===== src/rtl/video_timing_gen_if.sv =====
// Raster timing bundle carried from video_timing_gen to the test-pattern generator.
interface video_timing_gen_if;
   logic [11:0] O_active_x;
   logic [11:0] O_active_y;
   logic        O_de;
   logic        O_hs;
   logic        O_vs;
   logic        O_frame_start;
   logic [15:0] O_frame_cnt;

   modport master (
      output O_active_x, O_active_y, O_de, O_hs, O_vs, O_frame_start, O_frame_cnt
   );
   modport slave (
      input  O_active_x, O_active_y, O_de, O_hs, O_vs, O_frame_start, O_frame_cnt
   );
endinterface


===== src/rtl/video_timing_gen.sv =====
// Free-running 1280x720 raster timing generator with registered sync/DE/coordinates.
// Optional frame counter enabled by defining VTG_FRAME_CNT_EN.
module video_timing_gen #(
   parameter int unsigned H_ACTIVE = 1280,
   parameter int unsigned H_FP     = 110,
   parameter int unsigned H_SYNC   = 40,
   parameter int unsigned H_BP     = 220,
   parameter int unsigned V_ACTIVE = 720,
   parameter int unsigned V_FP     = 5,
   parameter int unsigned V_SYNC   = 5,
   parameter int unsigned V_BP     = 20,
   parameter bit          HS_POL   = 1'b1,
   parameter bit          VS_POL   = 1'b1
) (
   input  logic               I_pix_clk,
   input  logic               I_rst_n,
   video_timing_gen_if.master vid
);

   localparam int unsigned H_TOTAL = H_ACTIVE + H_FP + H_SYNC + H_BP;
   localparam int unsigned V_TOTAL = V_ACTIVE + V_FP + V_SYNC + V_BP;

   localparam logic [11:0] H_LAST   = 12'(H_TOTAL - 1);
   localparam logic [11:0] V_LAST   = 12'(V_TOTAL - 1);
   localparam logic [11:0] H_ACT    = 12'(H_ACTIVE);
   localparam logic [11:0] V_ACT    = 12'(V_ACTIVE);
   localparam logic [11:0] HS_START = 12'(H_ACTIVE + H_FP);
   localparam logic [11:0] HS_END   = 12'(H_ACTIVE + H_FP + H_SYNC);
   localparam logic [11:0] VS_START = 12'(V_ACTIVE + V_FP);
   localparam logic [11:0] VS_END   = 12'(V_ACTIVE + V_FP + V_SYNC);

   logic [11:0] h_cnt, v_cnt;
   logic        h_wrap, v_wrap;
   logic        h_act, v_act, hs_on, vs_on;

   logic [11:0] active_x_q, active_y_q;
   logic        de_q, hs_q, vs_q, frame_start_q;

   always_comb begin
      h_wrap = (h_cnt == H_LAST);
      v_wrap = (v_cnt == V_LAST);
      h_act  = (h_cnt < H_ACT);
      v_act  = (v_cnt < V_ACT);
      hs_on  = (h_cnt >= HS_START) && (h_cnt < HS_END);
      vs_on  = (v_cnt >= VS_START) && (v_cnt < VS_END);
   end

   always_ff @(posedge I_pix_clk or negedge I_rst_n) begin
      if (!I_rst_n) begin
         h_cnt <= '0;
         v_cnt <= '0;
      end else begin
         h_cnt <= h_wrap ? '0 : h_cnt + 12'd1;
         if (h_wrap)
            v_cnt <= v_wrap ? '0 : v_cnt + 12'd1;
      end
   end

   // All outputs share one register stage so sync and coordinates stay aligned.
   always_ff @(posedge I_pix_clk or negedge I_rst_n) begin
      if (!I_rst_n) begin
         active_x_q    <= '0;
         active_y_q    <= '0;
         de_q          <= 1'b0;
         hs_q          <= ~HS_POL;
         vs_q          <= ~VS_POL;
         frame_start_q <= 1'b0;
      end else begin
         active_x_q    <= h_act ? h_cnt : '0;
         active_y_q    <= v_act ? v_cnt : '0;
         de_q          <= h_act && v_act;
         hs_q          <= hs_on ? HS_POL : ~HS_POL;
         vs_q          <= vs_on ? VS_POL : ~VS_POL;
         frame_start_q <= (h_cnt == '0) && (v_cnt == '0);
      end
   end

`ifdef VTG_FRAME_CNT_EN
   logic [15:0] frame_cnt_q;

   always_ff @(posedge I_pix_clk or negedge I_rst_n) begin
      if (!I_rst_n)
         frame_cnt_q <= '0;
      else if (frame_start_q)
         frame_cnt_q <= frame_cnt_q + 16'd1;
   end

   assign vid.O_frame_cnt = frame_cnt_q;
`else
   assign vid.O_frame_cnt = '0;
`endif

   assign vid.O_active_x    = active_x_q;
   assign vid.O_active_y    = active_y_q;
   assign vid.O_de          = de_q;
   assign vid.O_hs          = hs_q;
   assign vid.O_vs          = vs_q;
   assign vid.O_frame_start = frame_start_q;

endmodule


===== src/flat_wrapper.sv =====
// flat-port wrapper written by rule: the top's interface ports become plain ports
module video_timing_gen_flat 
#(
   parameter int unsigned H_ACTIVE = 1280,
   parameter int unsigned H_FP     = 110,
   parameter int unsigned H_SYNC   = 40,
   parameter int unsigned H_BP     = 220,
   parameter int unsigned V_ACTIVE = 720,
   parameter int unsigned V_FP     = 5,
   parameter int unsigned V_SYNC   = 5,
   parameter int unsigned V_BP     = 20,
   parameter bit          HS_POL   = 1'b1,
   parameter bit          VS_POL   = 1'b1
)
  (I_pix_clk, I_rst_n, vid_O_active_x, vid_O_active_y, vid_O_de, vid_O_hs, vid_O_vs, vid_O_frame_start, vid_O_frame_cnt);
  video_timing_gen_if vid_i ();
  input  logic I_pix_clk;
  input  logic I_rst_n;
  output wire logic [$bits(vid_i.O_active_x)-1:0] vid_O_active_x;
  output wire logic [$bits(vid_i.O_active_y)-1:0] vid_O_active_y;
  output wire logic [$bits(vid_i.O_de)-1:0] vid_O_de;
  output wire logic [$bits(vid_i.O_hs)-1:0] vid_O_hs;
  output wire logic [$bits(vid_i.O_vs)-1:0] vid_O_vs;
  output wire logic [$bits(vid_i.O_frame_start)-1:0] vid_O_frame_start;
  output wire logic [$bits(vid_i.O_frame_cnt)-1:0] vid_O_frame_cnt;
  assign vid_O_active_x = vid_i.O_active_x;
  assign vid_O_active_y = vid_i.O_active_y;
  assign vid_O_de = vid_i.O_de;
  assign vid_O_hs = vid_i.O_hs;
  assign vid_O_vs = vid_i.O_vs;
  assign vid_O_frame_start = vid_i.O_frame_start;
  assign vid_O_frame_cnt = vid_i.O_frame_cnt;
  video_timing_gen #(.H_ACTIVE(H_ACTIVE), .H_FP(H_FP), .H_SYNC(H_SYNC), .H_BP(H_BP), .V_ACTIVE(V_ACTIVE), .V_FP(V_FP), .V_SYNC(V_SYNC), .V_BP(V_BP), .HS_POL(HS_POL), .VS_POL(VS_POL)) u_core (.I_pix_clk(I_pix_clk), .I_rst_n(I_rst_n), .vid(vid_i));
endmodule

===== config.mk =====
export PLATFORM = sky130hd
export DESIGN_NAME = video_timing_gen_flat
export DESIGN_NICKNAME = d
export VERILOG_FILES = /design/src/rtl/video_timing_gen_if.sv /design/src/rtl/video_timing_gen.sv /design/src/flat_wrapper.sv
export SDC_FILE = /design/constraint.sdc
export NUM_CORES = 1
export LEC_CHECK = 0
export CAP_MARGIN = 20
export CORE_UTILIZATION = 50
export CTS_BUF_LIST = sky130_fd_sc_hd__clkbuf_4 sky130_fd_sc_hd__clkbuf_8
export DETAILED_ROUTE_END_ITERATION = 10
export PLACE_DENSITY = 0.75
export SYNTH_ARGS = -nofsm -noshare
export SYNTH_HDL_FRONTEND = slang
export SYNTH_SLANG_ARGS = --single-unit

===== constraint.sdc =====
create_clock -name I_pix_clk -period 2.2 [get_ports I_pix_clk]
set_input_delay 0.55 -clock I_pix_clk [delete_from_list [all_inputs] [get_ports I_pix_clk]]
set_output_delay 0.55 -clock I_pix_clk [all_outputs]
set_load 0.005 [all_outputs]

==> results.md, run 1 <==
- Status: completed
- Fmax: 476 MHz
- WL met1: 2.09 mm
- #FFs+latches synth: 52
- Skew final: 0.00505 ns
- Height of the die: 71.6 microns
- Sink Count: 52
- Detail Placement HPWL: 3.02 mm
- Worst-margin pin slew: 0.611 ns
- H-tree depth: 2
- Total GRT Usage: 18.7%
- Max Cap Viol: 0
- Io pins: 46
- CP max FO: 6
- Ant diodes: 0
- Skew-Pair Late Insertion Delay: 0.30 ns
- Hold buffers post-CTS: 0
- DRT Pass-1 Iters: 4
- # setup viols final: 0
- Clock tree buffer depth: 2
- Initial Util: 53.7%
- Avg Cell Area, Syn: 10.8 sq um
- Grt total ovfl: 0
- Core Box Area: 4500 sq um
- Post_cts resized: 0
- Post-synth EDFFs: 0
- Synth warn: 0
- Placer Congestion: 0.866
- Detail Route met3 WL: 235 microns
- Mapped cell area: 2420 sq um
- Largest net degree at the start of global routing: 53
- Vias: 1,680
- CTS root buf: clkbuf_8
- Top Metal Used: met4
- Period utilisation layout: 95.5%
- Final number of hold-violating endpoints: 0
- Syn-to-layout area delta: 20.2%
- DR WL met2: 1.94 mm
- Wire length per cell: 13.5 microns
- Total wire length: 4.32 mm
- DRC Markers: 0
- Max-slew violation count: 0
- HP Class: input pin to async pin
- Critical Path RT: 2.39 ns
- Layout cell share with drive strength beyond 1: 15.2%
- Die Wd: 71.6 microns
- Worst Path Class, Setup: flip-flop to flip-flop
- Hold Slack: 0.217 ns
- Crit. End Element: flip-flop
- Min Tclk post-route: 2.10 ns
- First-pass GRT wire length: 7.36 mm
- Clock transition at path regs: 0.09 ns
- Post-Route Utilization: 64.5%
- RSZ-0062 raised after global routing: false
- Port buffer count: 29
- Synth Flop Type: dfrtp_1
- Vias in the first global route: 1,545
- Worst EP arrival: 2.29 ns
- CTS Buf Count: 5
- FP Rows: 24
- Mapped Cells: 224
- Maximum vdd drop: 278 uV
- Synth async-reset ratio: 100%
- ANT nets after route: 0
- Die area: 5120 sq um
- TritonCTS clock tree: done
- Sequential area share after synthesis: 53.8%
- Initial antenna violation count: 0
- Final setup TNS: 0 ns
- CP Launch Type: flip-flop
- Post-CTS setup buffers: 0
- DR vias/cell: 5.23
- Post-synth cell types: 45
- Detailed Route Iter0 Violations: 142
- Max_slew headroom: 59.3%
- Leakage: 1.36 nW
- PwrDens: 568 nW/um^2
- Final #Nets: 277
[sequential cells by signal, summed over array words and instances, names as in the netlist]
signal                    flops
u_core.h_cnt                 12
u_core.v_cnt                 12
u_core.vid.O_active_x        12
u_core.vid.O_active_y        12
u_core.vid.O_de               1
u_core.vid.O_frame_start      1
u_core.vid.O_hs               1
u_core.vid.O_vs               1
[power breakdown]
part           internal [mW]  switching [mW]
registers              0.958        0.000644
clock network          0.350           0.306
logic                0.00901          0.0265
total                   1.32           0.333
[logic make-up (layout without fill, tap and decap cells)]
group           after synthesis  count (layout)  share of synthesized area (%)
flops                        52              52                           53.8
xor+xnor                     12              12                           4.35
other cells                   1              19                          0.155
fa+ha+maj                     7               7                           3.62
simple gates                 91              91                           22.7
compound gates               27              27                           6.93
buf+inv                      34              61                           8.43
[critical path, cell delays in order (launching register included)]
cell and delay [ns]:
dfrtp_1 0.43, or4b_2 0.67, or4_1 0.62, a21oi_1 0.20, a21oi_1 0.08
[area by class of cell]
class | instances | area [sq um]
well taps | 52 | 65.1
clock inverters | 2 | 35.0
multi-input cells | 156 | 981
inverters | 8 | 30.0
flip-flops and latches | 52 | 1300
clock buffers | 6 | 76.3
fillers | 367 | 1600
repair buffers | 45 | 418
[synth_stat cells, types with 4 or more instances]
cell type	instances	area [sq um]
a21oi_1	7	35.0
a31oi_1	5	31.3
and2_1	19	119
buf_4	16	120
clkbuf_1	7	26.3
dfrtp_1	52	1300
ha_1	7	87.6
inv_1	8	30.0
nand2_1	13	48.8
nand3_1	9	45.0
nor2_1	12	45.0
nor4_1	8	50.1
o21ai_0	7	35.0
xnor2_1	4	35.0
xor2_1	8	70.1
[routing by layer]
metal	global-route usage, %	up-vias
met4	7.84	0
met2	27.6	70
met1	27.8	791
li1	-	813
met5	0	-
met3	2.95	6
[placed cells by master (no fill, tap or decap), types with 3 or more instances in the layout]
| master | count |
|---|---|
| inv_1 | 8 |
| conb_1 | 19 |
| clkdlybuf4s50_1 | 28 |
| nor2_1 | 12 |
| xnor2_1 | 4 |
| ha_1 | 7 |
| nand3_1 | 9 |
| xor2_1 | 8 |
| nor4_1 | 8 |
| clkbuf_8 | 5 |
| buf_4 | 15 |
| and2_1 | 19 |
| nand4_1 | 3 |
| a31oi_1 | 5 |
| dfrtp_1 | 52 |
| nand2_1 | 13 |
| nor3_1 | 3 |
| o21ai_0 | 7 |
| a21oi_1 | 7 |
[metrics by stage]
stage               total power, mW  std cells  setup slack, ns  cell area [sq um]
detailed placement             1.01        313            0.110               2800
floorplan                      1.01        242            0.161               2490
CTS                            1.66        321           0.0934               2910
finish                         1.65        321            0.100               2910
global route                   1.71        321           0.0148               2910
global placement               1.01        313            0.155               2800
[final timing paths]
check	startpoint	to	slack, ns	depth (start not counted)
worst min-delay path	I_rst_n	u_core.vid.O_active_x[1]	0.22	2
worst max register to register	u_core.v_cnt[11]	u_core.v_cnt[6]	0.1	4
worst max-delay path	u_core.v_cnt[11]	u_core.v_cnt[6]	0.1	4
max in group asynchronous	I_rst_n	u_core.vid.O_active_y[6]	1.75	2
worst min register to register	u_core.v_cnt[11]	u_core.vid.O_active_y[9]	0.52	1
min in group I_pix_clk	u_core.v_cnt[11]	u_core.vid.O_active_y[9]	0.52	1
No activity file was read; power rests on OpenSTA's default activity.
==> run 2: changes to the inputs <==
- CORE_ASPECT_RATIO: default -> 0.6
==> results.md, run 2 (synthesized netlist as in run 1, its figures left out) <==
- PwrDens: 529 nW/um^2 (was 568 nW/um^2)
- Height of the die: 55.9 microns (was 71.6 microns)
- Max_slew headroom: 58.2% (was 59.3%)
- Most frequent cells in the layout: dfrtp_1 (52), clkdlybuf4s50_1 (28), and2_1 (19), conb_1 (19), buf_4 (18) (was dfrtp_1 (52), clkdlybuf4s50_1 (28), and2_1 (19), conb_1 (19), buf_4 (15))
- Clock tree buffer depth: 2 (unchanged)
- Skew final: 0.00565 ns (was 0.00505 ns)
- CTS root buf: clkbuf_8 (unchanged)
- FP Rows: 19 (was 24)
- Instance count on the critical path: 4 (unchanged)
- Placer Congestion: 0.861 (was 0.866)
- HP Class: input pin to async pin (unchanged)
- FF-to-FF setup slack: 0.13 ns (was 0.1 ns)
- Final #Nets: 279 (was 277)
- # setup viols final: 0 (unchanged)
- ANT nets after route: 0 (unchanged)
- Vias: 1,692 (was 1,680)
- Wire length per cell: 13.4 microns (was 13.5 microns)
- Crit. End Element: flip-flop (unchanged)
- Syn-to-layout area delta: 20.2% (about the same)
- Detailed Route Iter0 Violations: 131 (was 142)
- CP max stage cell: or4_4 (was or4b_2)
- Vias in the first global route: 1,441 (was 1,545)
- Hold buffers post-CTS: 0 (unchanged)
- Worst path max stage delay: 0.65 ns (was 0.67 ns)
- First-pass GRT wire length: 7.38 mm (was 7.36 mm)
- Clock transition at path regs: 0.09 ns (about the same)
- Core Box Area: 4610 sq um (was 4500 sq um)
- Maximum vdd drop: 293 uV (was 278 uV)
- Port buffer count: 29 (unchanged)
- DRC Markers: 0 (unchanged)
- Skew-Pair Late Insertion Delay: 0.31 ns (was 0.30 ns)
- Final number of hold-violating endpoints: 0 (unchanged)
- Worst EP arrival: 2.31 ns (was 2.29 ns)
- Leakage: 1.35 nW (was 1.36 nW)
- Initial antenna violation count: 0 (unchanged)
- Ant diodes: 0 (unchanged)
- Worst flop-to-flop path endpoint: u_core.v_cnt[11] (was u_core.v_cnt[6])
- H-tree depth: 2 (unchanged)
- Min Tclk post-route: 2.07 ns (was 2.10 ns)
- Worst-margin pin slew: 0.627 ns (was 0.611 ns)
- Post-CTS setup buffers: 0 (unchanged)
- Die area: 5130 sq um (was 5120 sq um)
- CP max FO: 14 (was 6)
- CTS Buf Count: 5 (unchanged)
- Cell breakdown of the critical path: or3_4 -> or4_4 -> nor4_1 -> xor2_1 (was or4b_2 -> or4_1 -> a21oi_1 -> a21oi_1)
- Die Wd: 91.8 microns (was 71.6 microns)
- Grt total ovfl: 0 (unchanged)
- Leading cell type in the layout, fill and taps excluded: dfrtp_1 (unchanged)
- Status: completed (unchanged)
- TritonCTS clock tree: done (unchanged)
- Total wire length: 4.48 mm (was 4.32 mm)
- Total GRT Usage: 19.5% (was 18.7%)
- Post_cts resized: 0 (unchanged)
- Max Cap Viol: 0 (unchanged)
- Worst R2R Start: u_core.h_cnt[7] (was u_core.v_cnt[11])
- Max-slew violation count: 0 (unchanged)
- Fillers: 380 (was 367)
- Critical Path RT: 2.44 ns (was 2.39 ns)
- Layout cell share with drive strength beyond 1: 16.2% (was 15.2%)
- Multi-input gate area: 985 sq um (was 981 sq um)
- CP bufs+invs: 0 (unchanged)
- CP Launch Type: flip-flop (unchanged)
- Non-Filler Instances: 334 (was 321)
- Placed cell count: 326 (was 313)
- Period utilisation layout: 94.1% (was 95.5%)
- Detail Placement HPWL: 3.26 mm (was 3.02 mm)
- Largest net degree at the start of global routing: 53 (unchanged)
- Sink Count: 52 (unchanged)
- Storage element area: 1300 sq um (unchanged)
- Worst Reg2Reg Path Length in Cells: 4 (unchanged)
- Fmax: 483 MHz (was 476 MHz)
- DR vias/cell: 5.07 (was 5.23)
- Io pins: 46 (unchanged)
- Largest delay contributor family on the critical path: simple AND/OR/NAND/NOR gates (unchanged)
- RSZ-0062 raised after global routing: false (unchanged)
- Final setup TNS: 0 ns (unchanged)
- Initial Util: 52.4% (was 53.7%)
- DRT Pass-1 Iters: 4 (unchanged)
- Worst Path Class, Setup: flip-flop to flip-flop (unchanged)
- Setup crit end: u_core.v_cnt[11] (was u_core.v_cnt[6])
- Setup crit start: u_core.h_cnt[7] (was u_core.v_cnt[11])
[run 2: cell type report]
| type | count | share of cell area, % |
|---|---|---|
| flip-flops and latches | 52 | 44.8 |
| multi-input cells | 156 | 33.9 |
| repair buffers | 47 | 14.5 |
| well taps | 63 | 2.71 |
| clock buffers | 6 | 2.62 |
| inverters | 8 | 1.03 |
| clock inverters | 2 | 0.559 |
[run 2: per-stage QoR]
stage	area, sq um	utilization, %	setup WS, ns	power [mW]	hold WS [ns]
2_1_floorplan	2490	-	0.161	1.01	0.254
3_3_place_gp	2810	61.0	0.127	1.01	0.504
3_5_place_dp	2810	61.0	0.110	1.01	0.510
4_1_cts	2900	63.0	0.0948	1.55	0.361
5_1_grt	2910	63.0	0.0156	1.61	0.387
6_report	2910	63.0	0.130	1.54	0.341
[run 2: power by group]
| part | switching (mW) | total, mW | internal (mW) |
|---|---|---|---|
| combinational | 0.0256 | 0.0319 | 0.00638 |
| sequential | 0.000623 | 0.958 | 0.958 |
| clock | 0.308 | 0.547 | 0.239 |
[run 2: how the worst min path moves through the flow]
stage	endpoint	slack, ns	cells past startpoint
after floorplan	u_core.h_cnt[0]	0.25	0
after global placement	u_core.vid.O_active_y[9]	0.50	1
after detailed placement	u_core.h_cnt[11]	0.51	1
after CTS	u_core.vid.O_active_x[7]	0.36	2
after global routing	u_core.vid.O_active_y[11]	0.39	2
final	u_core.vid.O_active_y[11]	0.34	2
[run 2: layer usage]
layer	track usage (%)	wire, microns	vias up
met3	5.60	268	9
met2	23.3	1750	54
met4	6.70	61	0
met5	0	0	-
li1	-	-	827
met1	32.4	2400	802
